**src/rtl/combination_extraction_guarded_if.sv**
```systemverilog
// combination_extraction_guarded_if: per-lane time-tag input stream and coincidence output stream
interface combination_extraction_guarded_if #(
    parameter int LANE = 4,
    parameter int TIME_TAG_WIDTH = 64,
    parameter int COMB_WIDTH = 16
);
    logic [LANE-1:0][TIME_TAG_WIDTH-1:0] in_timetag;
    logic [LANE-1:0][$clog2(COMB_WIDTH)-1:0] in_channel;
    logic [LANE-1:0] in_valid;
    logic [LANE-1:0][COMB_WIDTH-1:0] out_bitset;
    logic [LANE-1:0][TIME_TAG_WIDTH-1:0] out_first_tag;
    logic [LANE-1:0] out_valid;
    modport master (
        output in_timetag, in_channel, in_valid,
        input out_bitset, out_first_tag, out_valid
    );
    modport slave (
        input in_timetag, in_channel, in_valid,
        output out_bitset, out_first_tag, out_valid
    );
endinterface

```
**src/rtl/combination_extraction_guarded.sv**
```systemverilog
// combination_extraction_guarded: groups sorted time tags into guarded clusters and emits qualifying channel bitsets
module combination_extraction_guarded #(
    parameter int LANE = 4,
    parameter int TIME_TAG_WIDTH = 64,
    parameter int COMB_WIDTH = 16,
    parameter int REJECT_REPEAT = 1,
    localparam int CHW = $clog2(COMB_WIDTH),
    localparam int NW = $clog2(COMB_WIDTH + 1)
) (
    input  logic clk,
    input  logic rst,
    input  logic [TIME_TAG_WIDTH-1:0] window,
    input  logic [TIME_TAG_WIDTH-1:0] guard,
    input  logic [COMB_WIDTH-1:0] channel_mask,
    input  logic [NW-1:0] min_channels,
    input  logic [NW-1:0] max_channels,
    combination_extraction_guarded_if.slave bus,
    output logic [31:0] cnt_emitted,
    output logic [31:0] cnt_rejected,
    output logic [31:0] cnt_unsorted
);
    localparam int TW = TIME_TAG_WIDTH;
    localparam int CW = COMB_WIDTH;

    function automatic logic [31:0] sat_add(input logic [31:0] c, input int n);
        logic [32:0] s;
        s = {1'b0, c} + 33'(n);
        return s[32] ? '1 : s[31:0];
    endfunction

    logic [LANE-1:0] acc, bnd, uns;
    logic [TW-1:0] last_tag, last_nxt, prev, diff;
    logic [LANE-1:0] s1_acc, s1_bnd;
    logic [LANE-1:0][TW-1:0] s1_tag;
    logic [LANE-1:0][CHW-1:0] s1_ch;

    // Filter by mask and mark guard boundaries against the previous accepted tag, chained across lanes
    always_comb begin
        acc = '0;
        bnd = '0;
        uns = '0;
        prev = last_tag;
        diff = '0;
        for (int i = 0; i < LANE; i++) begin
            acc[i] = bus.in_valid[i] && channel_mask[bus.in_channel[i]];
            diff = bus.in_timetag[i] - prev;
            bnd[i] = acc[i] && !diff[TW-1] && ($signed(diff) >= $signed(guard));
            uns[i] = acc[i] && diff[TW-1];
            prev = acc[i] ? bus.in_timetag[i] : prev;
        end
        last_nxt = prev;
    end

    // Stage 1 register: precomputed lane flags, running last tag and out-of-order count
    always_ff @(posedge clk or posedge rst) begin
        if (rst) begin
            s1_acc <= '0;
            s1_bnd <= '0;
            s1_tag <= '0;
            s1_ch <= '0;
            last_tag <= '0;
            cnt_unsorted <= '0;
        end else begin
            s1_acc <= acc;
            s1_bnd <= bnd;
            s1_tag <= bus.in_timetag;
            s1_ch <= bus.in_channel;
            last_tag <= last_nxt;
            cnt_unsorted <= sat_add(cnt_unsorted, $countones(uns));
        end
    end

    logic [TW-1:0] c_first, c_last, f, l, span;
    logic [CW-1:0] c_bits, b, oh;
    logic c_rep, r, ok;
    logic [NW-1:0] pc;
    logic [LANE-1:0] emit, rej, s2_emit, s2_rej;
    logic [LANE-1:0][CW-1:0] e_bits, s2_bits;
    logic [LANE-1:0][TW-1:0] e_first, s2_first;

    // Walk lanes in order: a boundary commits and qualifies the open cluster, otherwise the event joins it
    always_comb begin
        f = c_first;
        l = c_last;
        b = c_bits;
        r = c_rep;
        emit = '0;
        rej = '0;
        e_bits = '0;
        e_first = '0;
        oh = '0;
        span = '0;
        pc = '0;
        ok = 1'b0;
        for (int i = 0; i < LANE; i++) begin
            oh = CW'(1) << s1_ch[i];
            span = l - f;
            pc = NW'($countones(b));
            ok = ($signed(span) < $signed(window)) && (pc >= min_channels) && (pc <= max_channels)
                 && !((REJECT_REPEAT != 0) && r);
            if (s1_acc[i] && s1_bnd[i]) begin
                emit[i] = (|b) && ok;
                rej[i] = (|b) && !ok;
                e_bits[i] = b;
                e_first[i] = f;
                f = s1_tag[i];
                l = s1_tag[i];
                b = oh;
                r = 1'b0;
            end else if (s1_acc[i]) begin
                r = r || (|(b & oh));
                b = b | oh;
                l = s1_tag[i];
            end
        end
    end

    // Stage 2 register: open cluster state and per-lane commit results
    always_ff @(posedge clk or posedge rst) begin
        if (rst) begin
            c_first <= '0;
            c_last <= '0;
            c_bits <= '0;
            c_rep <= 1'b0;
            s2_emit <= '0;
            s2_rej <= '0;
            s2_bits <= '0;
            s2_first <= '0;
        end else begin
            c_first <= f;
            c_last <= l;
            c_bits <= b;
            c_rep <= r;
            s2_emit <= emit;
            s2_rej <= rej;
            s2_bits <= e_bits;
            s2_first <= e_first;
        end
    end

    // Stage 3 register: outputs and emit/reject statistics
    always_ff @(posedge clk or posedge rst) begin
        if (rst) begin
            bus.out_valid <= '0;
            bus.out_bitset <= '0;
            bus.out_first_tag <= '0;
            cnt_emitted <= '0;
            cnt_rejected <= '0;
        end else begin
            bus.out_valid <= s2_emit;
            bus.out_bitset <= s2_bits;
            bus.out_first_tag <= s2_first;
            cnt_emitted <= sat_add(cnt_emitted, $countones(s2_emit));
            cnt_rejected <= sat_add(cnt_rejected, $countones(s2_rej));
        end
    end
endmodule
```
**src/flat_wrapper.sv**
```systemverilog
// flat-port wrapper written by rule: the top's interface ports become plain ports
module combination_extraction_guarded_flat 
#(
    parameter int LANE = 4,
    parameter int TIME_TAG_WIDTH = 64,
    parameter int COMB_WIDTH = 16,
    parameter int REJECT_REPEAT = 1,
    localparam int CHW = $clog2(COMB_WIDTH),
    localparam int NW = $clog2(COMB_WIDTH + 1)
)
  (clk, rst, window, guard, channel_mask, min_channels, max_channels, cnt_emitted, cnt_rejected, cnt_unsorted, bus_in_timetag, bus_in_channel, bus_in_valid, bus_out_bitset, bus_out_first_tag, bus_out_valid);
  combination_extraction_guarded_if #(.LANE(LANE), .TIME_TAG_WIDTH(TIME_TAG_WIDTH), .COMB_WIDTH(COMB_WIDTH)) bus_i ();
  input  logic clk;
  input  logic rst;
  input  logic [TIME_TAG_WIDTH-1:0] window;
  input  logic [TIME_TAG_WIDTH-1:0] guard;
  input  logic [COMB_WIDTH-1:0] channel_mask;
  input  logic [NW-1:0] min_channels;
  input  logic [NW-1:0] max_channels;
  output logic [31:0] cnt_emitted;
  output logic [31:0] cnt_rejected;
  output logic [31:0] cnt_unsorted;
  input wire logic [$bits(bus_i.in_timetag)-1:0] bus_in_timetag;
  input wire logic [$bits(bus_i.in_channel)-1:0] bus_in_channel;
  input wire logic [$bits(bus_i.in_valid)-1:0] bus_in_valid;
  output wire logic [$bits(bus_i.out_bitset)-1:0] bus_out_bitset;
  output wire logic [$bits(bus_i.out_first_tag)-1:0] bus_out_first_tag;
  output wire logic [$bits(bus_i.out_valid)-1:0] bus_out_valid;
  assign bus_i.in_timetag = bus_in_timetag;
  assign bus_i.in_channel = bus_in_channel;
  assign bus_i.in_valid = bus_in_valid;
  assign bus_out_bitset = bus_i.out_bitset;
  assign bus_out_first_tag = bus_i.out_first_tag;
  assign bus_out_valid = bus_i.out_valid;
  combination_extraction_guarded #(.LANE(LANE), .TIME_TAG_WIDTH(TIME_TAG_WIDTH), .COMB_WIDTH(COMB_WIDTH), .REJECT_REPEAT(REJECT_REPEAT)) u_core (.clk(clk), .rst(rst), .window(window), .guard(guard), .channel_mask(channel_mask), .min_channels(min_channels), .max_channels(max_channels), .bus(bus_i), .cnt_emitted(cnt_emitted), .cnt_rejected(cnt_rejected), .cnt_unsorted(cnt_unsorted));
endmodule
```
**config.mk**
```make
export PLATFORM = sky130hd
export DESIGN_NAME = combination_extraction_guarded_flat
export DESIGN_NICKNAME = d
export VERILOG_FILES = /design/src/rtl/combination_extraction_guarded_if.sv /design/src/rtl/combination_extraction_guarded.sv /design/src/flat_wrapper.sv
export SDC_FILE = /design/constraint.sdc
export NUM_CORES = 2
export LEC_CHECK = 0
export CAP_MARGIN = 20
export CORE_MARGIN = 10
export CORE_UTILIZATION = 52
export CTS_CLUSTER_DIAMETER = 40
export DETAILED_ROUTE_END_ITERATION = 7
export PLACE_DENSITY = 0.74
export SLEW_MARGIN = 10
export SYNTH_ARGS = -nofsm -noshare
export SYNTH_HDL_FRONTEND = slang
export SYNTH_SLANG_ARGS = --single-unit
```
**constraint.sdc**
```tcl
create_clock -name clk -period 63.2 [get_ports clk]
set_input_delay 6.32 -clock clk [delete_from_list [all_inputs] [get_ports clk]]
set_output_delay 6.32 -clock clk [all_outputs]
set_load 0.02 [all_outputs]
```
==> out/metrics.csv <==
stage,metric,value,unit
sta,fin_crit_sh,0.2658,
synth,synth_edf_count,0,
min_path,hold_depth,0,
clock_network,post-cts-setup-buffer-count,0,
synth,yosys_warnings,0,
placement,place_area,98870,um^2
critical_path,slowest_delay,0.68,ns
sta,slew_headroom,0.1431,
power,power_frac_comb,0.712,
min_path,min_to,u_core.bus.out_bitset[47],
global_routing,grt_max_degree,162,
critical_path,start_kind,primary input,
sta,fin_crit,16.80,ns
global_routing,grt_pass1_vias,80107,
finish,layout-drive-gt1-share,0.06790,
sta,max_freq,0.05953,GHz
critical_path,cp_slowest_cell,clkdlybuf4s50_1,
min_path,hp-start,u_core.s2_bits[47],
power,intPower,3.353,mW
min_path,hold_class,flop to flop,
finish,area_delta_synth_final,18.54,%
critical_path,reg2reg_to,u_core.s2_rej[2],
floorplanning,fp-row-count,151,
clock_network,cts_buffers,165,
placement,place_inst,12381,
placement,numPortBuffers,851,
placement,dp_hpwl,318.4,mm
critical_path,r2r_cells,24,
route,wl_per_cell,30.56,um
synth,syn-cell-area,88390,um^2
clock_network,root_buffer,clkbuf_16,
synth,synthCells,9602,
finish,n_fill_cell,13853,
synth,synthArstFlopShare,1.000,
critical_path,r2r_start,u_core.s1_bnd[0],
synth,ys_types,103,
route,vias,81892,
critical_path,crit_fanout,32,
power,p_sw_frac,0.5012,
sta,worst_pin_slew,1.285,ns
route,ant_nets,0,
finish,postLayoutCellArea,104800,um^2
sta,hold_viol,0,
clock_network,cts_resized,0,
floorplanning,die_x,432.3,um
synth,avgSynthCellArea,9.206,um^2
synth,ys.flop_type,dfrtp_1,
clock_network,clkSlewWorstSetupHoldPaths,0.07,ns
finish,nets,11978,
route,viasPerCell,6.442,
power,p_seq_frac,0.144,
flow_run,cap_violations,0,
synth,yosysSeqAreaShare,0.3502,
sta,tns,0,ns
critical_path,required,63.95,ns
power,power.net_switching,3.369,mW
sta,hold-worst-slack,0.3310,ns
floorplanning,initial_core_util,0.5222,
critical_path,worstPathArrival,17.55,ns
global_routing,grt_use_total,0.3983,
floorplanning,chipHeight,432.3,um
power,leakage,51.17,nW
clock_network,htree_levels,4,
global_routing,antenna_found_initial,67,
floorplanning,dieArea,186900,um^2
power,cellPowerDensity,64.16,nW/um^2
global_routing,grt_pass1_wl,548.1,mm
route,dr.pass1.iters,8,
power,vdd.ir_drop.worst,0.0001029,V
sta,skew,0.04501,ns
clock_network,clockBufferDepth,3,
global_routing,grt_overflow,0,
finish,stdcell_count,12713,
status,violations,DRC,
route,wl,388.5,mm
route,drc,2,
sta,setup_viol_count_final,0,
critical_path,endpoint_kind,flop,
route,drt_iter0_markers,10614,
floorplanning,ios,852,
sta,slew_violations,0,
clock_network,worstSkewPairLatency,0.85,ns
sta,rsz0062_at_grt,no,
placement,gp_congestion,1.116,
clock_network,postCtsHoldBufs,0,
floorplanning,core,169300,um^2
critical_path,worst_path_most_repeated_cell,a21oi_1,
critical_path,reg2reg_slack,53.20,ns
power,p_clk_frac,0.144,
clock_network,cts_tree,built,
synth,ys_ff_latch,1237,
synth,synth_nets,11246,
clock_network,clock-sinks,1237,
critical_path,crit_type,primary input to flop,
status,status,finished with violations,
[logic make-up (layout without fill, tap and decap cells)]
kind of cell    Yosys count  after routing  share of synthesized area
compound gates         2682           2682                     0.1900
xor+xnor                555            555                    0.05499
fa+ha+maj              1212           1212                     0.1765
buf+inv                 905           1774                    0.03883
flops                  1237           1237                     0.3502
mux                     418            418                    0.05433
other cells               0             24                          0
simple gates           2593           2593                     0.1352
[cell usage after synthesis (12+ instances only)]
cell type,n,area (um^2)
xor2_1,225,1971
nor4_1,32,200.2
nor2_1,925,3472
nand4_1,224,1401
or3_1,28,175.2
o21a_1,159,1194
a221oi_1,17,148.9
a211oi_1,63,473.0
mux4_2,24,540.5
a21o_1,439,3296
a211o_1,16,140.1
clkbuf_1,292,1096
nand3_1,177,885.9
a31oi_1,77,481.7
a21oi_1,927,4639
fa_1,58,1161
inv_1,559,2098
mux2_2,254,2860
and2_1,33,206.5
a22oi_1,15,112.6
o21bai_1,93,698.2
nor3b_1,12,90.09
nor2b_1,118,738.2
buf_1,30,112.6
or2_2,17,106.4
a21boi_0,20,150.1
and3_1,79,494.2
ha_1,1154,14440
dfrtp_1,1237,30950
o21ai_0,519,2597
o21ai_1,28,140.1
xnor2_1,330,2890
nand2_1,708,2658
mux2i_1,140,1401
o31ai_1,42,315.3
o22ai_1,35,219.0
nand2b_1,98,613.1
a2111oi_0,20,175.2
o211ai_1,35,262.8
buf_2,18,90.09
o31a_1,12,105.1
o2111ai_1,14,122.6
nor3_1,86,430.4
and4_1,17,148.9
a221o_1,13,130.1
[how the worst max path moves through the flow]
| stage | start | end | slack, ns | cells past startpoint |
|---|---|---|---|---|
| 6_report | bus_in_channel[0] | u_core.cnt_unsorted[6] | 46.40 | 36 |
| 5_1_grt | bus_in_channel[4] | u_core.cnt_unsorted[6] | 45.72 | 35 |
| 4_1_cts | bus_in_channel[0] | u_core.cnt_unsorted[6] | 46.12 | 35 |
| 3_5_place_dp | bus_in_channel[4] | u_core.cnt_unsorted[6] | 45.28 | 34 |
| 3_3_place_gp | bus_in_channel[0] | u_core.cnt_unsorted[7] | 45.48 | 35 |
| 2_1_floorplan | rst | u_core.bus.out_bitset[0] | 22.02 | 1 |
[per-stage QoR]
stage | power (mW) | util | setup WS, ns
detailed placement | 5.594 | 0.5841 | 45.28
finish | 6.722 | 0.6190 | 46.40
global route | 7.204 | 0.6188 | 45.72
floorplan | 4.163 | - | 22.02
global placement | 5.438 | 0.5840 | 45.48
CTS | 6.597 | 0.6180 | 46.12
[flip-flops by register name (all words and copies together), names as in the netlist]
signal                    flops
u_core.bus.out_first_tag    256
u_core.s1_tag               256
u_core.s2_first             256
u_core.bus.out_bitset        64
u_core.c_first               64
u_core.c_last                64
u_core.last_tag              64
u_core.s2_bits               64
u_core.cnt_emitted           32
u_core.cnt_rejected          32
u_core.cnt_unsorted          32
u_core.c_bits                16
u_core.s1_ch                 16
u_core.bus.out_valid          4
u_core.s1_acc                 4
u_core.s1_bnd                 4
u_core.s2_emit                4
u_core.s2_rej                 4
u_core.c_rep                  1
[final cells by class]
class	instances	area, um^2	area share
Multi-Input combinational cell	7460	54060	0.5160
Sequential cell	1237	30970	0.2955
Antenna cell	24	60.06	0.0005732
Inverter	561	2116	0.02019
Timing Repair Buffer	909	9050	0.08637
Clock inverter	113	1353	0.01291
Tap cell	2218	2775	0.02649
Clock buffer	191	4398	0.04197
[power by group through the flow]
| stage | sequential [mW] | combinational [mW] | clock [mW] |
|---|---|---|---|
| 2_1_floorplan | 0.938 | 3.23 | 0 |
| 5_1_grt | 0.969 | 5.23 | 1.00 |
| 3_5_place_dp | 0.971 | 4.62 | 0 |
| 6_report | 0.969 | 4.79 | 0.965 |
| 3_3_place_gp | 0.969 | 4.47 | 0 |
| 4_1_cts | 0.959 | 4.67 | 0.969 |
[per-layer routing]
| layer | share of wire | vias up | track usage |
|---|---|---|---|
| li1 | - | 35807 | - |
| met4 | 0.063 | 22 | 0.2108 |
| met3 | 0.12 | 934 | 0.1118 |
| met2 | 0.43 | 5216 | 0.5965 |
| met5 | 0.00068 | - | 0 |
| met1 | 0.39 | 39913 | 0.5226 |
[placed cells by master, fill, tap and decap left out, types with 42 or more instances in the layout]
cell type and n:
xnor2_1 330, mux2_2 254, o21bai_1 93, xor2_1 225
clkdlybuf4s50_1 851, a21oi_1 927, nand4_1 224, fa_1 58
o21a_1 159, a31oi_1 77, buf_4 51, dfrtp_1 1234
nand2_1 702, inv_1 557, o21ai_0 519, nand3_1 177
nor3_1 86, mux2i_1 140, a21o_1 439, nor2b_1 118
a211oi_1 63, clkbuf_16 166, and3_1 79, nand2b_1 98
o31ai_1 42, nor2_1 925, ha_1 1154
[critical path, delay by kind of cell]
family / cells / cell delay, ns
AOI/OAI and AO/OA: 12 / 2.70
muxes: 3 / 1.17
xor gates and xnor gates: 1 / 0.66
and+or+nand+nor: 8 / 2.07
adders and majority gates: 5 / 1.83
buffers and inverters: 7 / 2.65
Power figures use the tool's default switching activity.
